File: src/rtl/puf_ctrl_pkg.sv
// Shared types and helpers for the ring-oscillator PUF challenge sequencer.
package puf_ctrl_pkg;

  localparam int unsigned DEF_SETTLE_CYC = 4;
  localparam int unsigned DEF_WINDOW_CYC = 256;

  typedef enum logic [2:0] {
    ST_IDLE    = 3'd0,
    ST_SETUP   = 3'd1,
    ST_SETTLE  = 3'd2,
    ST_MEASURE = 3'd3,
    ST_DRAIN   = 3'd4,
    ST_COMPARE = 3'd5,
    ST_DONE    = 3'd6
  } puf_state_e;

  // Bit offset of oscillator pair idx inside a packed challenge word
  function automatic int unsigned pair_lsb(input int unsigned idx, input int unsigned pair_w);
    return idx * pair_w;
  endfunction

endpackage

File: src/rtl/puf_cycle_timer.sv
// Loadable down-counter; o_expire_c is high on the last cycle of a loaded interval.
// Loading value V gives an interval of V+1 cycles.
module puf_cycle_timer #(
  parameter int unsigned CNT_W = 9
) (
  input  logic             i_clk,
  input  logic             i_rst,
  input  logic             i_load,
  input  logic [CNT_W-1:0] i_load_val,
  output logic             o_expire_c
);

  logic [CNT_W-1:0] r_count;
  logic             r_active;

  // Count down after a load; go inactive once zero has been reached
  always_ff @(posedge i_clk) begin
    if (i_rst) begin
      r_count  <= '0;
      r_active <= 1'b0;
    end else if (i_load) begin
      r_count  <= i_load_val;
      r_active <= 1'b1;
    end else if (r_active) begin
      if (r_count == '0) begin
        r_active <= 1'b0;
      end else begin
        r_count <= r_count - CNT_W'(1);
      end
    end
  end

  assign o_expire_c = r_active && (r_count == '0);

endmodule

File: src/rtl/puf_challenge_sequencer.sv
// Ring-oscillator PUF challenge sequencer: for each oscillator pair of a challenge,
// select rings, clear counters, settle, measure for a fixed window, drain and compare.
// Optional build macro PUF_MAJORITY_EN: each non-degenerate pair is measured three
// times and the response bit is the majority vote; any tied run flags the tie mask.
module puf_challenge_sequencer
  import puf_ctrl_pkg::*;
#(
  parameter int unsigned N_BITS     = 8,
  parameter int unsigned SEL_W      = 2,
  parameter int unsigned CNT_W      = 16,
  parameter int unsigned SETTLE_CYC = DEF_SETTLE_CYC,
  parameter int unsigned WINDOW_CYC = DEF_WINDOW_CYC
) (
  input  logic                      i_clk,
  input  logic                      i_rst,
  input  logic                      i_start_valid,
  output logic                      o_start_ready,
  input  logic [N_BITS*2*SEL_W-1:0] i_challenge,
  output logic                      o_osc_en,
  output logic [SEL_W-1:0]          o_sel_a,
  output logic [SEL_W-1:0]          o_sel_b,
  output logic                      o_cnt_clr,
  input  logic [CNT_W-1:0]          i_cnt_a,
  input  logic [CNT_W-1:0]          i_cnt_b,
  output logic                      o_resp_valid,
  input  logic                      i_resp_ready,
  output logic [N_BITS-1:0]         o_response,
  output logic [N_BITS-1:0]         o_tie_mask,
  output logic                      o_busy
);

  localparam int unsigned PAIR_W  = 2 * SEL_W;
  localparam int unsigned CH_W    = N_BITS * PAIR_W;
  localparam int unsigned IDX_W   = (N_BITS > 1) ? $clog2(N_BITS) : 1;
  localparam int unsigned TMR_MAX = (SETTLE_CYC > WINDOW_CYC) ? SETTLE_CYC : WINDOW_CYC;
  localparam int unsigned TMR_W   = $clog2(TMR_MAX + 1);
  localparam logic [TMR_W-1:0] SETTLE_LD = TMR_W'(SETTLE_CYC - 1);
  localparam logic [TMR_W-1:0] WINDOW_LD = TMR_W'(WINDOW_CYC - 1);

  puf_state_e        r_state;
  logic [CH_W-1:0]   r_chal;
  logic [IDX_W-1:0]  r_bit_idx;
  logic [SEL_W-1:0]  r_sel_a;
  logic [SEL_W-1:0]  r_sel_b;
  logic              r_osc_en;
  logic              r_cnt_clr;
  logic              r_resp_valid;
  logic              r_busy;
  logic              r_start_ready;
  logic [N_BITS-1:0] r_resp;
  logic [N_BITS-1:0] r_tie;

  logic              w_tmr_load;
  logic [TMR_W-1:0]  w_tmr_val;
  logic              w_tmr_expire;
  logic              w_degen;
  logic              w_last;
  logic              w_gt;
  logic              w_eq;
  logic              w_bit;
  logic              w_tie;
  logic [PAIR_W-1:0] w_first_pair;
  logic [PAIR_W-1:0] w_next_pair;

  assign w_first_pair = i_challenge[PAIR_W-1:0];
  assign w_next_pair  = PAIR_W'(r_chal >> pair_lsb(32'(r_bit_idx) + 32'd1, PAIR_W));
  assign w_degen      = (r_sel_a == r_sel_b);
  assign w_last       = (r_bit_idx == IDX_W'(N_BITS - 1));
  assign w_gt         = (i_cnt_a > i_cnt_b);
  assign w_eq         = (i_cnt_a == i_cnt_b);

`ifdef PUF_MAJORITY_EN
  logic [1:0] r_run;
  logic [1:0] r_votes;
  logic       r_any_tie;
  logic       w_more_runs;

  assign w_more_runs = (r_run != 2'd2);
  assign w_bit       = ((r_votes + 2'(w_gt)) >= 2'd2);
  assign w_tie       = r_any_tie | w_eq;
`else
  assign w_bit = w_gt;
  assign w_tie = w_eq;
`endif

  // Timer reload on entry to each timed phase
  always_comb begin
    w_tmr_load = 1'b0;
    w_tmr_val  = '0;
    case (r_state)
      ST_SETUP: begin
        if (!w_degen) begin
          w_tmr_load = 1'b1;
          w_tmr_val  = SETTLE_LD;
        end
      end
      ST_SETTLE: begin
        if (w_tmr_expire) begin
          w_tmr_load = 1'b1;
          w_tmr_val  = WINDOW_LD;
        end
      end
      ST_MEASURE: begin
        if (w_tmr_expire) begin
          w_tmr_load = 1'b1;
          w_tmr_val  = SETTLE_LD;
        end
      end
`ifdef PUF_MAJORITY_EN
      ST_COMPARE: begin
        if (w_more_runs) begin
          w_tmr_load = 1'b1;
          w_tmr_val  = SETTLE_LD;
        end
      end
`endif
      default: ;
    endcase
  end

  puf_cycle_timer #(
    .CNT_W (TMR_W)
  ) u_timer (
    .i_clk      (i_clk),
    .i_rst      (i_rst),
    .i_load     (w_tmr_load),
    .i_load_val (w_tmr_val),
    .o_expire_c (w_tmr_expire)
  );

  // Sequencer FSM; every output is set for the state being entered
  always_ff @(posedge i_clk) begin
    if (i_rst) begin
      r_state       <= ST_IDLE;
      r_chal        <= '0;
      r_bit_idx     <= '0;
      r_sel_a       <= '0;
      r_sel_b       <= '0;
      r_osc_en      <= 1'b0;
      r_cnt_clr     <= 1'b0;
      r_resp_valid  <= 1'b0;
      r_busy        <= 1'b0;
      r_start_ready <= 1'b1;
      r_resp        <= '0;
      r_tie         <= '0;
`ifdef PUF_MAJORITY_EN
      r_run         <= '0;
      r_votes       <= '0;
      r_any_tie     <= 1'b0;
`endif
    end else begin
      case (r_state)
        ST_IDLE: begin
          if (i_start_valid) begin
            r_chal        <= i_challenge;
            r_bit_idx     <= '0;
            r_resp        <= '0;
            r_tie         <= '0;
            r_sel_a       <= w_first_pair[SEL_W-1:0];
            r_sel_b       <= w_first_pair[PAIR_W-1:SEL_W];
            r_cnt_clr     <= 1'b1;
            r_osc_en      <= 1'b0;
            r_busy        <= 1'b1;
            r_start_ready <= 1'b0;
            r_state       <= ST_SETUP;
          end
        end
        ST_SETUP: begin
          if (w_degen) begin
            r_resp[r_bit_idx] <= 1'b0;
            r_tie[r_bit_idx]  <= 1'b1;
            if (w_last) begin
              r_cnt_clr    <= 1'b0;
              r_resp_valid <= 1'b1;
              r_state      <= ST_DONE;
            end else begin
              r_bit_idx <= r_bit_idx + IDX_W'(1);
              r_sel_a   <= w_next_pair[SEL_W-1:0];
              r_sel_b   <= w_next_pair[PAIR_W-1:SEL_W];
              r_state   <= ST_SETUP;
            end
          end else begin
            r_osc_en  <= 1'b1;
            r_cnt_clr <= 1'b1;
            r_state   <= ST_SETTLE;
`ifdef PUF_MAJORITY_EN
            r_run     <= '0;
            r_votes   <= '0;
            r_any_tie <= 1'b0;
`endif
          end
        end
        ST_SETTLE: begin
          if (w_tmr_expire) begin
            r_cnt_clr <= 1'b0;
            r_state   <= ST_MEASURE;
          end
        end
        ST_MEASURE: begin
          if (w_tmr_expire) begin
            r_osc_en <= 1'b0;
            r_state  <= ST_DRAIN;
          end
        end
        ST_DRAIN: begin
          if (w_tmr_expire) begin
            r_state <= ST_COMPARE;
          end
        end
        ST_COMPARE: begin
`ifdef PUF_MAJORITY_EN
          if (w_more_runs) begin
            r_run     <= r_run + 2'd1;
            r_votes   <= r_votes + 2'(w_gt);
            r_any_tie <= r_any_tie | w_eq;
            r_osc_en  <= 1'b1;
            r_cnt_clr <= 1'b1;
            r_state   <= ST_SETTLE;
          end else begin
`else
          begin
`endif
            r_resp[r_bit_idx] <= w_bit;
            r_tie[r_bit_idx]  <= w_tie;
            if (w_last) begin
              r_resp_valid <= 1'b1;
              r_state      <= ST_DONE;
            end else begin
              r_bit_idx <= r_bit_idx + IDX_W'(1);
              r_sel_a   <= w_next_pair[SEL_W-1:0];
              r_sel_b   <= w_next_pair[PAIR_W-1:SEL_W];
              r_cnt_clr <= 1'b1;
              r_state   <= ST_SETUP;
            end
          end
        end
        ST_DONE: begin
          if (i_resp_ready) begin
            r_resp_valid  <= 1'b0;
            r_busy        <= 1'b0;
            r_start_ready <= 1'b1;
            r_state       <= ST_IDLE;
          end
        end
        default: begin
          r_state <= ST_IDLE;
        end
      endcase
    end
  end

  assign o_start_ready = r_start_ready;
  assign o_osc_en      = r_osc_en;
  assign o_sel_a       = r_sel_a;
  assign o_sel_b       = r_sel_b;
  assign o_cnt_clr     = r_cnt_clr;
  assign o_resp_valid  = r_resp_valid;
  assign o_response    = r_resp;
  assign o_tie_mask    = r_tie;
  assign o_busy        = r_busy;

endmodule

File: config.mk
export PLATFORM = sky130hd
export DESIGN_NAME = puf_challenge_sequencer
export DESIGN_NICKNAME = d
export VERILOG_FILES = /design/src/rtl/puf_ctrl_pkg.sv /design/src/rtl/puf_cycle_timer.sv /design/src/rtl/puf_challenge_sequencer.sv
export SDC_FILE = /design/constraint.sdc
export NUM_CORES = 1
export LEC_CHECK = 0
export CORE_UTILIZATION = 30
export CTS_BUF_LIST = sky130_fd_sc_hd__clkbuf_8
export CTS_CLUSTER_DIAMETER = 60
export CTS_CLUSTER_SIZE = 20
export DETAILED_ROUTE_END_ITERATION = 10
export DONT_BUFFER_PORTS = 1
export PLACE_DENSITY = 0.52
export SETUP_SLACK_MARGIN = 0.1
export SKIP_LAST_GASP = 1
export SLEW_MARGIN = 20
export SYNTH_ARGS = -nofsm -noshare
export SYNTH_HDL_FRONTEND = slang
export SYNTH_SLANG_ARGS = --single-unit
File: constraint.sdc
create_clock -name i_clk -period 1.8 [get_ports i_clk]
set_clock_uncertainty 0.2 [all_clocks]
set_input_delay 0 -clock i_clk [delete_from_list [all_inputs] [get_ports i_clk]]
set_output_delay 0 -clock i_clk [all_outputs]
set_load 0.01 [all_outputs]
==> impl_metrics.json <==
{
  "violations": "setup timing",
  "drv_cap": 0,
  "drive_gt1_share_pct": 34.0,
  "slew_headroom_pct": 77.3,
  "yosysUniqueCellTypes": 64,
  "synth_edf_count": 0,
  "fin_area_um2": 5900,
  "drc": 0,
  "grt_pass1_vias": 3787,
  "initial_core_util_pct": 31.0,
  "dieArea_um2": 13600,
  "std_cell_rows": 41,
  "nets": 697,
  "max_freq_ghz": 0.518,
  "grt_pass1_wl_um": 18800,
  "die_h_um": 117,
  "die_x_um": 117,
  "yosys_register_bits": 69,
  "clockBufferDepth": 2,
  "wl_um": 11900,
  "post_dp_cell_area_um2": 4790,
  "dr.pass1.iters": 5,
  "grt_max_degree": 55,
  "hold_class": "input port to register",
  "core-area_um2": 12700,
  "worst_ep_required_time_ns": 1.85,
  "wire_per_inst_um": 15.2,
  "async_reset_ff_share_pct": 0,
  "yosysMostFrequentCell": "nand2_1",
  "antennaDiodeCount": 0,
  "ys_seq_area_share_pct": 35.0,
  "hpwl_um": 8380,
  "place_ws_ns": -0.204,
  "yosys.area.top_type": "dfxtp_1",
  "fin_crit_ns": 1.93,
  "fillers": 1277,
  "setup_viol": 13,
  "timing.final.crit_share_pct": 107,
  "grt_overflow_total": 0,
  "yosys.area.top_type_share_pct": 35.0,
  "path_clk_slew_ns": 0.09,
  "report.power.total_mw": 9.52,
  "critPathMaxFanout": 3,
  "ant_nets": 0,
  "cellLeakagePower_nw": 2.34,
  "vias": 3959,
  "place_congestion": 0.869,
  "via_per_inst": 5.04,
  "slew_violations": 0,
  "synth_common_cells": "77 x nand2_1, 73 x a21oi_1, 69 x dfxtp_1, 27 x inv_1, 27 x nor2_1",
  "synth_fp_nets": 582,
  "worstSetupPathType": "register to register",
  "synth_area_um2": 3950,
  "status": "finished, violations left",
  "numPortBuffers": 0,
  "worst_pin_slew_ns": 0.340,
  "synthFlopType": "dfxtp_1",
  "vdd_ir_drop_max_v": 0.000588,
  "pin_count": 93,
  "hold_violations": 0,
  "drt_iter0_drc": 152,
  "fin_cells": 786,
  "htree_levels": 3,
  "power.density_nw_per_um2": 1610,
  "yosys_warnings": 0,
  "gr-usage-all-layers_pct": 17.9,
  "worst_setup_path_end_kind": "register",
  "clock-root-buffer": "clkbuf_8",
  "rsz0062_at_grt": "true",
  "worstSkewPairLatency_ns": 0.36,
  "cts_tree": "built",
  "cts.sinks": 69,
  "synthTopCellsByArea": "dfxtp_1 35%, a21oi_1 9.3%, nand2_1 7.3%",
  "start_kind": "register",
  "dp.cells": 713,
  "numCtsBuffers": 9,
  "setup_ws_ns": -0.131,
  "area_growth_pct": 49.5,
  "arrival_ns": 1.98,
  "synth.avg_cell_area_um2": 7.99,
  "synth_cells": 494,
  "antenna_found_initial": 0
}
## worst max-delay path: stages (launching register included)
cell	delay (ns)
dfxtp_2	0.33
inv_2	0.07
ha_4	0.13
or4b_4	0.50
nor3_4	0.18
buf_6	0.14
a31oi_4	0.10
and3_4	0.18
## final timing paths
check / start / end / slack (ns) / depth (start not counted)
worst max-delay path: u_timer.r_count[1]$_SDFFE_PP0P_ / u_timer.r_count[8]$_SDFFE_PP0P_ / -0.13 / 7
worst min-delay path: i_start_valid / r_chal[10]$_SDFFE_PP0P_ / 0.05 / 5
worst max register to register: u_timer.r_count[1]$_SDFFE_PP0P_ / u_timer.r_count[8]$_SDFFE_PP0P_ / -0.13 / 7
worst min register to register: r_chal[20]$_SDFFE_PP0P_ / r_chal[20]$_SDFFE_PP0P_ / 0.26 / 2
## layer usage
| layer | vias to the layer above | track usage (%) | wire length, um |
|---|---|---|---|
| met5 | - | 0 | 0 |
| met4 | 0 | 5.32 | 161 |
| met3 | 16 | 4.98 | 598 |
| met2 | 75 | 31.0 | 5930 |
| met1 | 1866 | 21.5 | 5250 |
| li1 | 2002 | - | - |
## sequential cells by signal, summed over array words and instances (netlist names)
name,count
r_chal,28
u_timer.r_count,9
o_response,8
o_tie_mask,8
r_bit_idx,3
r_state,3
o_sel_a,2
o_sel_b,2
o_busy,1
o_cnt_clr,1
o_osc_en,1
o_resp_valid,1
o_start_ready,1
u_timer.r_active,1
## power breakdown
part	switching [mW]	internal [mW]
sequential	0.353	1.88
combinational	3.05	3.01
clock	0.685	0.549
## layout make-up
cell class	instances	area, um2	area share (%)
Tap cell	172	215	3.65
Sequential cell	69	1410	23.9
Clock inverter	6	43.8	0.742
Clock buffer	10	138	2.33
Inverter	27	116	1.97
Multi-Input combinational cell	365	2700	45.7
Timing Repair Buffer	137	1280	21.7
## per-stage QoR
step	utilization [%]	TNS, ns	hold WS [ns]
floorplan	-	-0.278	-0.0640
global placement	37.6	-3.14	-0.123
detailed placement	37.6	-3.72	-0.121
CTS	44.2	-1.19	-0.351
global route	46.4	-2.47	0.0627
finish	46.4	-0.898	0.0453
## kinds of logic after synthesis
logic type / Yosys count / synth area share, %
multiplexers: 12 / 3.81
XOR/XNOR: 4 / 1.27
AND/OR/NAND/NOR: 176 / 23.1
flip-flops: 69 / 35.0
adder cells (fa/ha/maj): 20 / 6.34
AO/OA/AOI/OAI: 153 / 24.3
buffers and inverters: 60 / 6.22
## layout by cell type, fill, tap and decap left out, types with 4 or more instances in the layout
master,n
nor2b_1,4
ha_1,13
nand2b_1,4
ha_4,7
a21oi_2,5
nand2_1,75
buf_6,13
and3_1,4
a32o_1,5
a31oi_1,6
nand4_1,4
o211ai_1,5
inv_2,4
o21ai_1,11
nand3_1,8
dfxtp_2,10
nor2_1,24
o21ai_0,12
inv_1,22
clkbuf_8,10
buf_12,6
buf_4,81
dfxtp_1,55
dfxtp_4,4
nor3_1,15
o21a_1,4
dlygate4sd3_1,35
nand3_2,5
a21oi_1,67
mux2i_1,6
nor2_2,4
## what timing repair did
action,4_1_cts,5_1_grt
hold buffers,36,1
endpoints found under the hold margin,60,32
resized for setup,46,41
setup buffers,11,10
endpoints found under the setup margin,38,38
pin swaps,19,29
Power figures use the tool's default switching activity.
